**config.mk**
```make
export PLATFORM = sky130hd
export DESIGN_NAME = load_store_unit
export DESIGN_NICKNAME = d
export VERILOG_FILES = /design/src/rtl/lsu_pkg.sv /design/src/rtl/load_store_unit_load_align.sv /design/src/rtl/load_store_unit.sv
export SDC_FILE = /design/constraint.sdc
export NUM_CORES = 1
export LEC_CHECK = 0
export BUFFER_PORTS_ARGS = -buffer_cell sky130_fd_sc_hd__buf_2
export CORE_MARGIN = 4
export CORE_UTILIZATION = 30
export DETAILED_ROUTE_END_ITERATION = 8
export SKIP_CTS_REPAIR_TIMING = 1
export SLEW_MARGIN = 20
export SYNTH_ARGS = -nofsm -noshare
export SYNTH_HDL_FRONTEND = slang
export SYNTH_SLANG_ARGS = --single-unit
```
**constraint.sdc**
```tcl
create_clock -name clk_i -period 2.3 [get_ports clk_i]
set_input_delay 0.23 -clock clk_i [delete_from_list [all_inputs] [get_ports clk_i]]
set_output_delay 0.23 -clock clk_i [all_outputs]
set_load 0.05 [all_outputs]
```
**src/rtl/lsu_pkg.sv**
```systemverilog
// Shared types and constants for the load/store unit.
// Size encodings match the main decoder's byte_en field.
package lsu_pkg;

    typedef enum logic [1:0] {
        S_IDLE  = 2'd0,
        S_BEAT0 = 2'd1,
        S_BEAT1 = 2'd2,
        S_DONE  = 2'd3
    } lsu_state_e;

    localparam logic [3:0] BE_BYTE = 4'b0001;
    localparam logic [3:0] BE_HALF = 4'b0011;
    localparam logic [3:0] BE_WORD = 4'b1111;
    localparam logic [3:0] BE_NONE = 4'b0000;

    function automatic logic be_legal(input logic [3:0] be);
        return (be == BE_BYTE) || (be == BE_HALF) ||
               (be == BE_WORD) || (be == BE_NONE);
    endfunction

    // Byte lanes touched across two consecutive words
    function automatic logic [7:0] lane_mask(
        input logic [3:0] be,
        input logic [1:0] off
    );
        return {4'b0000, be} << off;
    endfunction

endpackage

```
**src/rtl/load_store_unit_load_align.sv**
```systemverilog
// Load data alignment: shifts the beat pair down to the access
// offset, then masks to size and sign- or zero-extends.
module load_align
    import lsu_pkg::*;
#(
    parameter int DATA_W = 32
) (
    input  logic [2*DATA_W-1:0] beats,
    input  logic [1:0]          off,
    input  logic [3:0]          byte_en,
    input  logic                sign_ext,
    output logic [DATA_W-1:0]   rdata
);

    logic [DATA_W-1:0] w;

    always_comb begin
        w     = DATA_W'(beats >> {off, 3'b000});
        rdata = '0;
        unique case (1'b1)
            byte_en == BE_BYTE:
                rdata = {{(DATA_W-8){sign_ext & w[7]}}, w[7:0]};
            byte_en == BE_HALF:
                rdata = {{(DATA_W-16){sign_ext & w[15]}}, w[15:0]};
            byte_en == BE_WORD:
                rdata = w;
            default:
                rdata = '0;
        endcase
    end

endmodule

```
**src/rtl/load_store_unit.sv**
```systemverilog
// Load/store unit: one request at a time over a word-wide req/ack bus.
// Define LSU_MISALIGNED_SPLIT_EN to run misaligned accesses as two beats.
module load_store_unit
    import lsu_pkg::*;
#(
    parameter int ADDR_W = 32,
    parameter int DATA_W = 32
) (
    input  logic              clk_i,
    input  logic              rst_i,
    input  logic              req_valid_i,
    output logic              ready_o,
    input  logic              mem_wr_en_i,
    input  logic [3:0]        byte_en_i,
    input  logic              signed_i,
    input  logic [ADDR_W-1:0] addr_i,
    input  logic [DATA_W-1:0] wdata_i,
    output logic              done_o,
    output logic [DATA_W-1:0] rdata_o,
    output logic              misaligned_o,
    output logic              bus_req_o,
    output logic              bus_we_o,
    output logic [ADDR_W-1:0] bus_addr_o,
    output logic [3:0]        bus_be_o,
    output logic [DATA_W-1:0] bus_wdata_o,
    input  logic              bus_ack_i,
    input  logic [DATA_W-1:0] bus_rdata_i
);

    lsu_state_e state_q, state_d;

    logic                wr_q;
    logic                sgn_q;
    logic                mis_q;
    logic [3:0]          be_q;
    logic [1:0]          off_q;
    logic [7:0]          mask_q;
    logic [ADDR_W-3:0]   word_q;
    logic [DATA_W-1:0]   wdata_q;
    logic [2*DATA_W-1:0] rbuf_q;

    logic [3:0]          be_n;
    logic [7:0]          mask_n;
    logic                mis_n;
    logic                reject;
    logic [2*DATA_W-1:0] wsh;
    logic [DATA_W-1:0]   ld_data;

    assign be_n   = be_legal(byte_en_i) ? byte_en_i : BE_NONE;
    assign mask_n = lane_mask(be_n, addr_i[1:0]);
    assign mis_n  = |mask_n[7:4];
    assign wsh    = {{DATA_W{1'b0}}, wdata_q} << {off_q, 3'b000};

`ifdef LSU_MISALIGNED_SPLIT_EN
    assign reject = 1'b0;
`else
    assign reject = mis_q;
`endif

    load_align #(
        .DATA_W(DATA_W)
    ) u_align (
        .beats   (rbuf_q),
        .off     (off_q),
        .byte_en (be_q),
        .sign_ext(sgn_q),
        .rdata   (ld_data)
    );

    always_ff @(posedge clk_i) begin
        if (rst_i) begin
            state_q <= S_IDLE;
        end else begin
            state_q <= state_d;
        end
    end

    always_ff @(posedge clk_i) begin
        if (rst_i) begin
            wr_q    <= 1'b0;
            sgn_q   <= 1'b0;
            mis_q   <= 1'b0;
            be_q    <= BE_NONE;
            off_q   <= '0;
            mask_q  <= '0;
            word_q  <= '0;
            wdata_q <= '0;
            rbuf_q  <= '0;
        end else begin
            if (state_q == S_IDLE && req_valid_i) begin
                wr_q    <= mem_wr_en_i;
                sgn_q   <= signed_i;
                mis_q   <= mis_n;
                be_q    <= be_n;
                off_q   <= addr_i[1:0];
                mask_q  <= mask_n;
                word_q  <= addr_i[ADDR_W-1:2];
                wdata_q <= wdata_i;
                rbuf_q  <= '0;
            end
            if (state_q == S_BEAT0 && bus_ack_i) begin
                rbuf_q[DATA_W-1:0] <= bus_rdata_i;
            end
            if (state_q == S_BEAT1 && bus_ack_i) begin
                rbuf_q[2*DATA_W-1:DATA_W] <= bus_rdata_i;
            end
        end
    end

    always_comb begin
        state_d      = state_q;
        ready_o      = 1'b0;
        done_o       = 1'b0;
        rdata_o      = '0;
        misaligned_o = 1'b0;
        bus_req_o    = 1'b0;
        bus_we_o     = 1'b0;
        bus_addr_o   = '0;
        bus_be_o     = '0;
        bus_wdata_o  = '0;

        unique case (state_q)
            S_IDLE: begin
                ready_o = 1'b1;
                if (req_valid_i) begin
`ifdef LSU_MISALIGNED_SPLIT_EN
                    if (mask_n[3:0] == 4'b0000) begin
                        state_d = S_DONE;
                    end else begin
                        state_d = S_BEAT0;
                    end
`else
                    if (mask_n[3:0] == 4'b0000 || mis_n) begin
                        state_d = S_DONE;
                    end else begin
                        state_d = S_BEAT0;
                    end
`endif
                end
            end
            S_BEAT0: begin
                bus_req_o   = 1'b1;
                bus_we_o    = wr_q;
                bus_addr_o  = {word_q, 2'b00};
                bus_be_o    = mask_q[3:0];
                bus_wdata_o = wsh[DATA_W-1:0];
                if (bus_ack_i) begin
`ifdef LSU_MISALIGNED_SPLIT_EN
                    state_d = mis_q ? S_BEAT1 : S_DONE;
`else
                    state_d = S_DONE;
`endif
                end
            end
            S_BEAT1: begin
                // Word address wraps at the top of the address space
                bus_req_o   = 1'b1;
                bus_we_o    = wr_q;
                bus_addr_o  = {word_q + 1'b1, 2'b00};
                bus_be_o    = mask_q[7:4];
                bus_wdata_o = wsh[2*DATA_W-1:DATA_W];
                if (bus_ack_i) begin
                    state_d = S_DONE;
                end
            end
            S_DONE: begin
                done_o       = 1'b1;
                misaligned_o = reject;
                if (!wr_q && !reject) begin
                    rdata_o = ld_data;
                end
                state_d = S_IDLE;
            end
            default: begin
                state_d = S_IDLE;
            end
        endcase
    end

endmodule

```
==> results of run 1 <==
placed cells by master (no fill, tap or decap), types with 13 or more instances in the layout:
cell type	Yosys	layout
clkbuf_16	0	20
and3_1	19	16
mux4_2	32	32
buf_4	6	83
and2_1	19	15
dfxtp_1	136	115
a22oi_1	65	62
buf_2	16	132
nor2_1	104	94
nand4_1	14	14
mux2i_1	24	22
buf_6	2	48
a21oi_2	0	15
a21oi_1	111	96
nand2_1	221	212
o21ai_1	0	13
final timing paths:
path,depth (start not counted),to
max,5,rdata_o[27]
min,3,word_q[2]
max reg2reg,7,state_q[0]
min reg2reg,2,mask_q[6]
sequential cells by signal, indices dropped and copies added (netlist names), 2 cells and up:
| register | count |
|---|---|
| be_q | 4 |
| rbuf_q | 56 |
| wdata_q | 32 |
| word_q | 30 |
| off_q | 2 |
| state_q | 2 |
| mask_q | 7 |
where the power goes:
part	switching, W	total, W	internal, W	leakage, nW
combinational	0.00236	0.00385	0.00149	3.01
sequential	0.000348	0.00302	0.00268	1.12
clock	0.00118	0.00287	0.00169	0.298
worst min-delay path, delay by kind of cell:
family          cells  cell delay [ns]
buf+inv             1             0.09
simple gates        1             0.04
compound gates      1             0.05
metal layers:
layer	track usage [%]	vias to the layer above	part of all wire (%)
li1	-	4109	-
met1	25.5	4191	45
met2	29.8	324	48
met3	3.03	42	5.3
met4	5.58	2	1.7
met5	0	-	0.041
cell families (layout without fill, tap and decap cells):
kind of cell,Yosys count,after routing,share of synthesized area (%)
adder cells (fa/ha/maj),7,7,1.09
flip-flops,136,136,33.9
multiplexers,58,58,12.3
AO/OA/AOI/OAI,280,280,22.1
XOR/XNOR,1,1,0.109
other,1,3,0.0467
buffers and inverters,99,326,5.49
AND/OR/NAND/NOR,442,443,24.9
final cells by class:
class | count | area [sq um]
multi-input cells | 791 | 5450
clock inverters | 13 | 158
clock buffers | 19 | 453
diodes | 1 | 2.50
flip-flops and latches | 136 | 2770
well taps | 335 | 419
fillers | 2588 | 14800
inverters | 8 | 32.5
repair buffers | 286 | 2170
metrics by stage:
step	cells	power, W	setup slack (ns)
2_1_floorplan	1025	0.00529	-0.0835
3_3_place_gp	1533	0.00638	0.172
3_5_place_dp	1533	0.00640	0.163
4_1_cts	1565	0.00928	-0.303
5_1_grt	1588	0.0102	-0.107
6_report	1589	0.00974	-0.0396
==> impl_metrics.json, run 1 <==
{
  "path_cells": "mux4_2 -> nand4b_4 -> and2_4 -> a21oi_1 -> buf_4",
  "cpLargestDelayFamily": "multiplexers",
  "drt_iter0_drc": 619,
  "insertion_delay_ns": 0.43,
  "yosysMostFrequentCell": "nand2_1",
  "crit_buf_inv": 1,
  "cts_tree": "built",
  "num_io_pins": 211,
  "ff2ff_setup_slack_ns": 0.53,
  "fin_setup_tns_ns": -0.224,
  "path_class": "flop to output port",
  "tightest_slew_ns": 0.593,
  "p_leak_nw": 4.43,
  "end_kind": "output port",
  "p_per_area_nw_per_um2": 851,
  "final-setup-viol-count": 15,
  "finalWirelength_microns": 29200,
  "syn-cell-area_sq_um": 8020,
  "worstPathMaxFanout": 8,
  "grt_first_pass_wirelength_microns": 43800,
  "grt_usage_pct": 18.5,
  "drc_errors": 0,
  "post-route-min-period_ns": 2.34,
  "clkTransAtPathRegs_ns": 0.07,
  "period_share_pct": 102,
  "grt-ovfl-total": 0,
  "arrival_ns": 2.11,
  "worstHoldPathType": "primary input to flop",
  "post-route-worst-setup-slack_ns": -0.0396,
  "die_h_microns": 172,
  "slowest_delay_ns": 0.56,
  "ys_top_cells_by_count": "nand2_1 (221), dfxtp_1 (136), a21oi_1 (111)",
  "ant_nets": 0,
  "synth_edf_count": 0,
  "antenna_found_initial": 1,
  "grt_max_degree": 57,
  "final_max_slew_viol_count": 0,
  "fin_nets": 1353,
  "holdCritStartpoint": "addr_i[4]",
  "ys_types": 63,
  "worstSetupStartpoint": "off_q[0]",
  "vdd_drop_max_v": 0.000426,
  "r2r_start": "state_q[0]",
  "grt_pass1_vias": 8014,
  "area_growth_pct": 42.7,
  "dieArea_sq_um": 29400,
  "dp_hpwl_microns": 20600,
  "syn_inst": 1024,
  "cts_inserted_buffers": 17,
  "maxSlewHeadroom_pct": 60.4,
  "utilization_pct": 43.7,
  "wl_per_cell_microns": 18.4,
  "finalInstanceArea_sq_um": 11500,
  "gp_congestion": 0.871,
  "post_synth.cell_area_avg_sq_um": 7.83,
  "vias": 8668,
  "synthFlopType": "dfxtp_1",
  "clk_path_buf_depth": 2,
  "place_area_sq_um": 9820,
  "status": "finished with violations",
  "postSynth.asyncResetShare_pct": 0,
  "yosys_warnings": 0,
  "finalClockSkew_ns": 0.0200,
  "root_buffer": "clkbuf_16",
  "drive_gt1_share_pct": 38.9,
  "critPathSlowestCell": "mux4_2",
  "port_buffers": 208,
  "rows": 59,
  "ys_seq_area_share_pct": 33.9,
  "cts_sinks": 136,
  "synth_top_area_share_pct": 33.9,
  "startpoint_type": "flop",
  "worst-endpoint-required_ns": 2.07,
  "hold_viol": 0,
  "maxCapViolCount": 0,
  "die_w_microns": 172,
  "core_sq_um": 26200,
  "first_pass_iters": 6,
  "synth_area_leaders": "dfxtp_1 (34%), nand2_1 (10%), mux4_2 (9.0%)",
  "htreeDepth": 4,
  "start_util_pct": 30.6,
  "synth-seq-cells": 136,
  "violations": "negative setup slack",
  "maxClockFrequency_mhz": 427,
  "rsz0062_at_grt": "yes",
  "yosysTopAreaCell": "dfxtp_1",
  "viasPerCell": 5.46,
  "whs_ns": 0.0306
}
Note: power is estimated with default switching activity, not from simulation.
==> inputs of run 2 (changes only) <==
--- a/config.mk
+++ b/config.mk
@@ -11,2 +11,3 @@
 export DETAILED_ROUTE_END_ITERATION = 8
+export GPL_ROUTABILITY_DRIVEN = 0
 export SKIP_CTS_REPAIR_TIMING = 1
--- a/constraint.sdc
+++ b/constraint.sdc
@@ -3,2 +3,2 @@
 set_output_delay 0.23 -clock clk_i [all_outputs]
-set_load 0.05 [all_outputs]
+set_load 0.01 [all_outputs]
==> impl_metrics.json, run 2 (synthesis results as in run 1) <==
{
  "grt-ovfl-total": 0,
  "ant_nets": 0,
  "maxClockFrequency_mhz": 435,
  "cts_tree": "built",
  "core_sq_um": 26200,
  "final-setup-viol-count": 0,
  "worst-endpoint-required_ns": 2.07,
  "grt_first_pass_wirelength_microns": 43200,
  "root_buffer": "clkbuf_16",
  "critPathSlowestCell": "mux4_2",
  "place_ws_ns": 0.125,
  "largest_register_ffs": 56,
  "finalClockSkew_ns": 0.00935,
  "rows": 59,
  "ff2ff_setup_slack_ns": 0.43,
  "port_buffers": 208,
  "period_share_pct": 99.9,
  "num_io_pins": 211,
  "maxCapViolCount": 0,
  "die_h_microns": 172,
  "cts_sinks": 136,
  "path_cells": "mux4_2 -> nand4_1 -> buf_4 -> and2_4 -> a21oi_1 -> buf_2",
  "first_pass_iters": 5,
  "dp_hpwl_microns": 19900,
  "end_kind": "output port",
  "p_leak_nw": 4.23,
  "post-route-worst-setup-slack_ns": 0.00229,
  "cts_inserted_buffers": 17,
  "area_growth_pct": 32.6,
  "fin_nets": 1331,
  "vdd_drop_max_v": 0.000345,
  "grt_max_degree": 51,
  "htreeDepth": 4,
  "worstPathMaxFanout": 8,
  "final_max_slew_viol_count": 0,
  "crit_buf_inv": 2,
  "mostFrequentLayoutCell": "nand2_1",
  "drc_errors": 0,
  "top_regs": "rbuf_q x56, wdata_q x32, word_q x30",
  "clk_path_buf_depth": 2,
  "grt_pass1_vias": 7656,
  "arrival_ns": 2.07,
  "regMostFlops": "rbuf_q",
  "drt_iter0_drc": 629,
  "hold_viol": 0,
  "insertion_delay_ns": 0.41,
  "path_class": "flop to output port",
  "finalWirelength_microns": 28900,
  "die_w_microns": 172,
  "drive_gt1_share_pct": 33.1,
  "dieArea_sq_um": 29400,
  "vias": 8542,
  "viasPerCell": 5.45,
  "start_util_pct": 30.6,
  "cpLargestDelayFamily": "multiplexers",
  "layout_common_cells": "nand2_1 (214), buf_2 (207), dfxtp_1 (115)",
  "wl_per_cell_microns": 18.5,
  "slowest_delay_ns": 0.55,
  "status": "finished, final reports clean",
  "p_per_area_nw_per_um2": 869,
  "rsz0062_at_grt": "yes",
  "fin_setup_tns_ns": 0,
  "clkTransAtPathRegs_ns": 0.06,
  "startpoint_type": "flop",
  "grt_usage_pct": 18.3,
  "antenna_found_initial": 3,
  "worstHoldPathType": "primary input to flop",
  "post-route-min-period_ns": 2.30
}
run 2: cell types whose count changed in the layout (fill, tap and decap cells not counted), sizes merged:
cell and delta:
clkinvlp -1, bufinv +4, diode +1, clkinv +1
buf -13, clkbuf -9, inv -6
run 2: layout make-up:
cell class	count	area (sq um)
tap	335	419
clock buffer	19	443
inverter	8	35.0
sequential	136	2780
antenna	2	5.00
fill	2646	15600
timing repair buffer	264	1640
multi-input combinational	791	5090
clock inverter	11	221
run 2: path summary, 6_finish.rpt:
kind                   start           to  depth (start not counted)
hold reg to reg    mask_q[6]    mask_q[6]                          2
setup / recovery    off_q[0]  rdata_o[20]                          6
hold / removal    addr_i[18]   word_q[16]                          3
setup reg to reg  state_q[1]    rbuf_q[4]                          8
run 2: worst min-delay path: stages:
cell and delay [ns]:
buf_2 0.10, nand2_1 0.05, a21oi_1 0.05
run 2: power by group:
group / leakage, nW / switching, W / internal [W]
clock network: 0.324 / 0.00105 / 0.00206
registers: 1.12 / 0.000363 / 0.00268
logic: 2.79 / 0.00183 / 0.00125
total: 4.23 / 0.00325 / 0.00599
run 2: layer usage:
layer | part of all wire (%) | vias to the layer above | GRT usage [%]
met5 | 0.028 | - | 0
met4 | 1.3 | 2 | 5.13
met3 | 6.5 | 35 | 3.24
met2 | 48 | 342 | 29.0
met1 | 44 | 4108 | 25.8
li1 | - | 4055 | -
run 2: metrics by stage:
stage	instance area (sq um)	util (%)	hold slack, ns	total power (W)	std cells
2_1_floorplan	8030	-	0.366	0.00475	1025
3_3_place_gp	9480	36.2	0.442	0.00582	1515
5_1_grt	10600	40.6	0.0351	0.00973	1565
4_1_cts	10100	38.7	0.0294	0.00900	1545
6_report	10600	40.6	0.0470	0.00924	1566
3_5_place_dp	9480	36.2	0.450	0.00586	1515
==> inputs of run 3 (changes only) <==
Settings changed: SETUP_SLACK_MARGIN set to 0.05.
==> impl_metrics.json, run 3 (synthesis results as in run 1) <==
{
  "status": "finished with violations",
  "violations": "negative setup slack",
  "vdd_drop_max_v": 0.000349,
  "dieArea_sq_um": 29400,
  "maxCapViolCount": 0,
  "whs_ns": 0.0442,
  "die_w_microns": 172,
  "layout_common_cells": "nand2_1 (210), buf_2 (203), dfxtp_1 (115)",
  "ant_nets": 0,
  "fin_nets": 1347,
  "worst-endpoint-required_ns": 2.07,
  "grt_pass1_vias": 7656,
  "port_buffers": 208,
  "p_leak_nw": 4.42,
  "mostFrequentLayoutCell": "nand2_1",
  "core_sq_um": 26200,
  "die_h_microns": 172,
  "utilization_pct": 42.5,
  "grt_usage_pct": 18.3,
  "period_share_pct": 101,
  "rsz0062_at_grt": "yes",
  "vias": 8724,
  "drive_gt1_share_pct": 36.8,
  "final-setup-viol-count": 6,
  "drc_errors": 0,
  "worstPathMaxFanout": 8,
  "largest_register_ffs": 56,
  "hold_viol": 0,
  "p_per_area_nw_per_um2": 858,
  "clkTransAtPathRegs_ns": 0.06,
  "htreeDepth": 4,
  "post-route-min-period_ns": 2.31,
  "clk_path_buf_depth": 2,
  "grt_first_pass_wirelength_microns": 43200,
  "final_max_slew_viol_count": 0,
  "root_buffer": "clkbuf_16",
  "area_growth_pct": 38.9,
  "rows": 59,
  "post-route-worst-setup-slack_ns": -0.0149,
  "wl_per_cell_microns": 18.9,
  "start_util_pct": 30.6,
  "first_pass_iters": 5,
  "startpoint_type": "flop",
  "num_io_pins": 211,
  "fin_setup_tns_ns": -0.0580,
  "maxClockFrequency_mhz": 432,
  "path_class": "flop to output port",
  "viasPerCell": 5.52,
  "cts_sinks": 136,
  "grt-ovfl-total": 0,
  "finalWirelength_microns": 29900,
  "antenna_found_initial": 3,
  "dp_hpwl_microns": 19900,
  "worstHoldPathType": "primary input to flop",
  "end_kind": "output port",
  "cts_tree": "built",
  "drt_iter0_drc": 701,
  "top_regs": "rbuf_q x56, wdata_q x32, word_q x30",
  "grt_max_degree": 51,
  "finalClockSkew_ns": 0.00996,
  "regMostFlops": "rbuf_q",
  "p_total_w": 0.00956,
  "insertion_delay_ns": 0.41,
  "arrival_ns": 2.08,
  "cts_inserted_buffers": 17
}
[run 3: final cells by class]
class | instances | area [sq um]
antenna | 1 | 2.50
clock buffer | 19 | 443
clock inverter | 11 | 221
fill | 2608 | 15100
inverter | 8 | 42.5
multi-input combinational | 791 | 5310
sequential | 136 | 2780
tap | 335 | 419
timing repair buffer | 280 | 1930
[run 3: worst paths after layout]
path / from / slack (ns) / end / cells past startpoint
setup / recovery: off_q[0] / -0.01 / rdata_o[17] / 6
hold / removal: addr_i[18] / 0.04 / word_q[16] / 3
setup reg to reg: state_q[1] / 0.42 / rbuf_q[4] / 8
hold reg to reg: mask_q[6] / 0.46 / mask_q[6] / 2
[run 3: metal layers]
layer  vias up  wire [microns]  global-route usage [%]
li1       4094               -                       -
met1      4255           13100                    25.8
met2       337           14400                    29.0
met3        36            1940                    3.24
met4         2             442                    5.13
met5         -               8                       0
[run 3: report_power, final]
group | internal (W) | switching (W)
clock | 0.00206 | 0.00106
sequential | 0.00268 | 0.000374
combinational | 0.00142 | 0.00196
total | 0.00616 | 0.00340
[run 3: critical path, cell delays in order, from the launching register on]
cell and delay (ns):
dfxtp_4 0.38, mux4_2 0.55, nand4_1 0.15, buf_4 0.14, and2_4 0.22, a21oi_1 0.08
buf_2 0.15
[run 3: through the flow]
stage | std cells | area [sq um] | setup slack (ns)
after CTS | 1545 | 10100 | -0.334
after detailed placement | 1515 | 9480 | 0.125
after floorplan | 1025 | 8030 | 0.128
after global routing | 1581 | 11100 | -0.0822
final | 1581 | 11100 | -0.0149
after global placement | 1515 | 9480 | 0.176
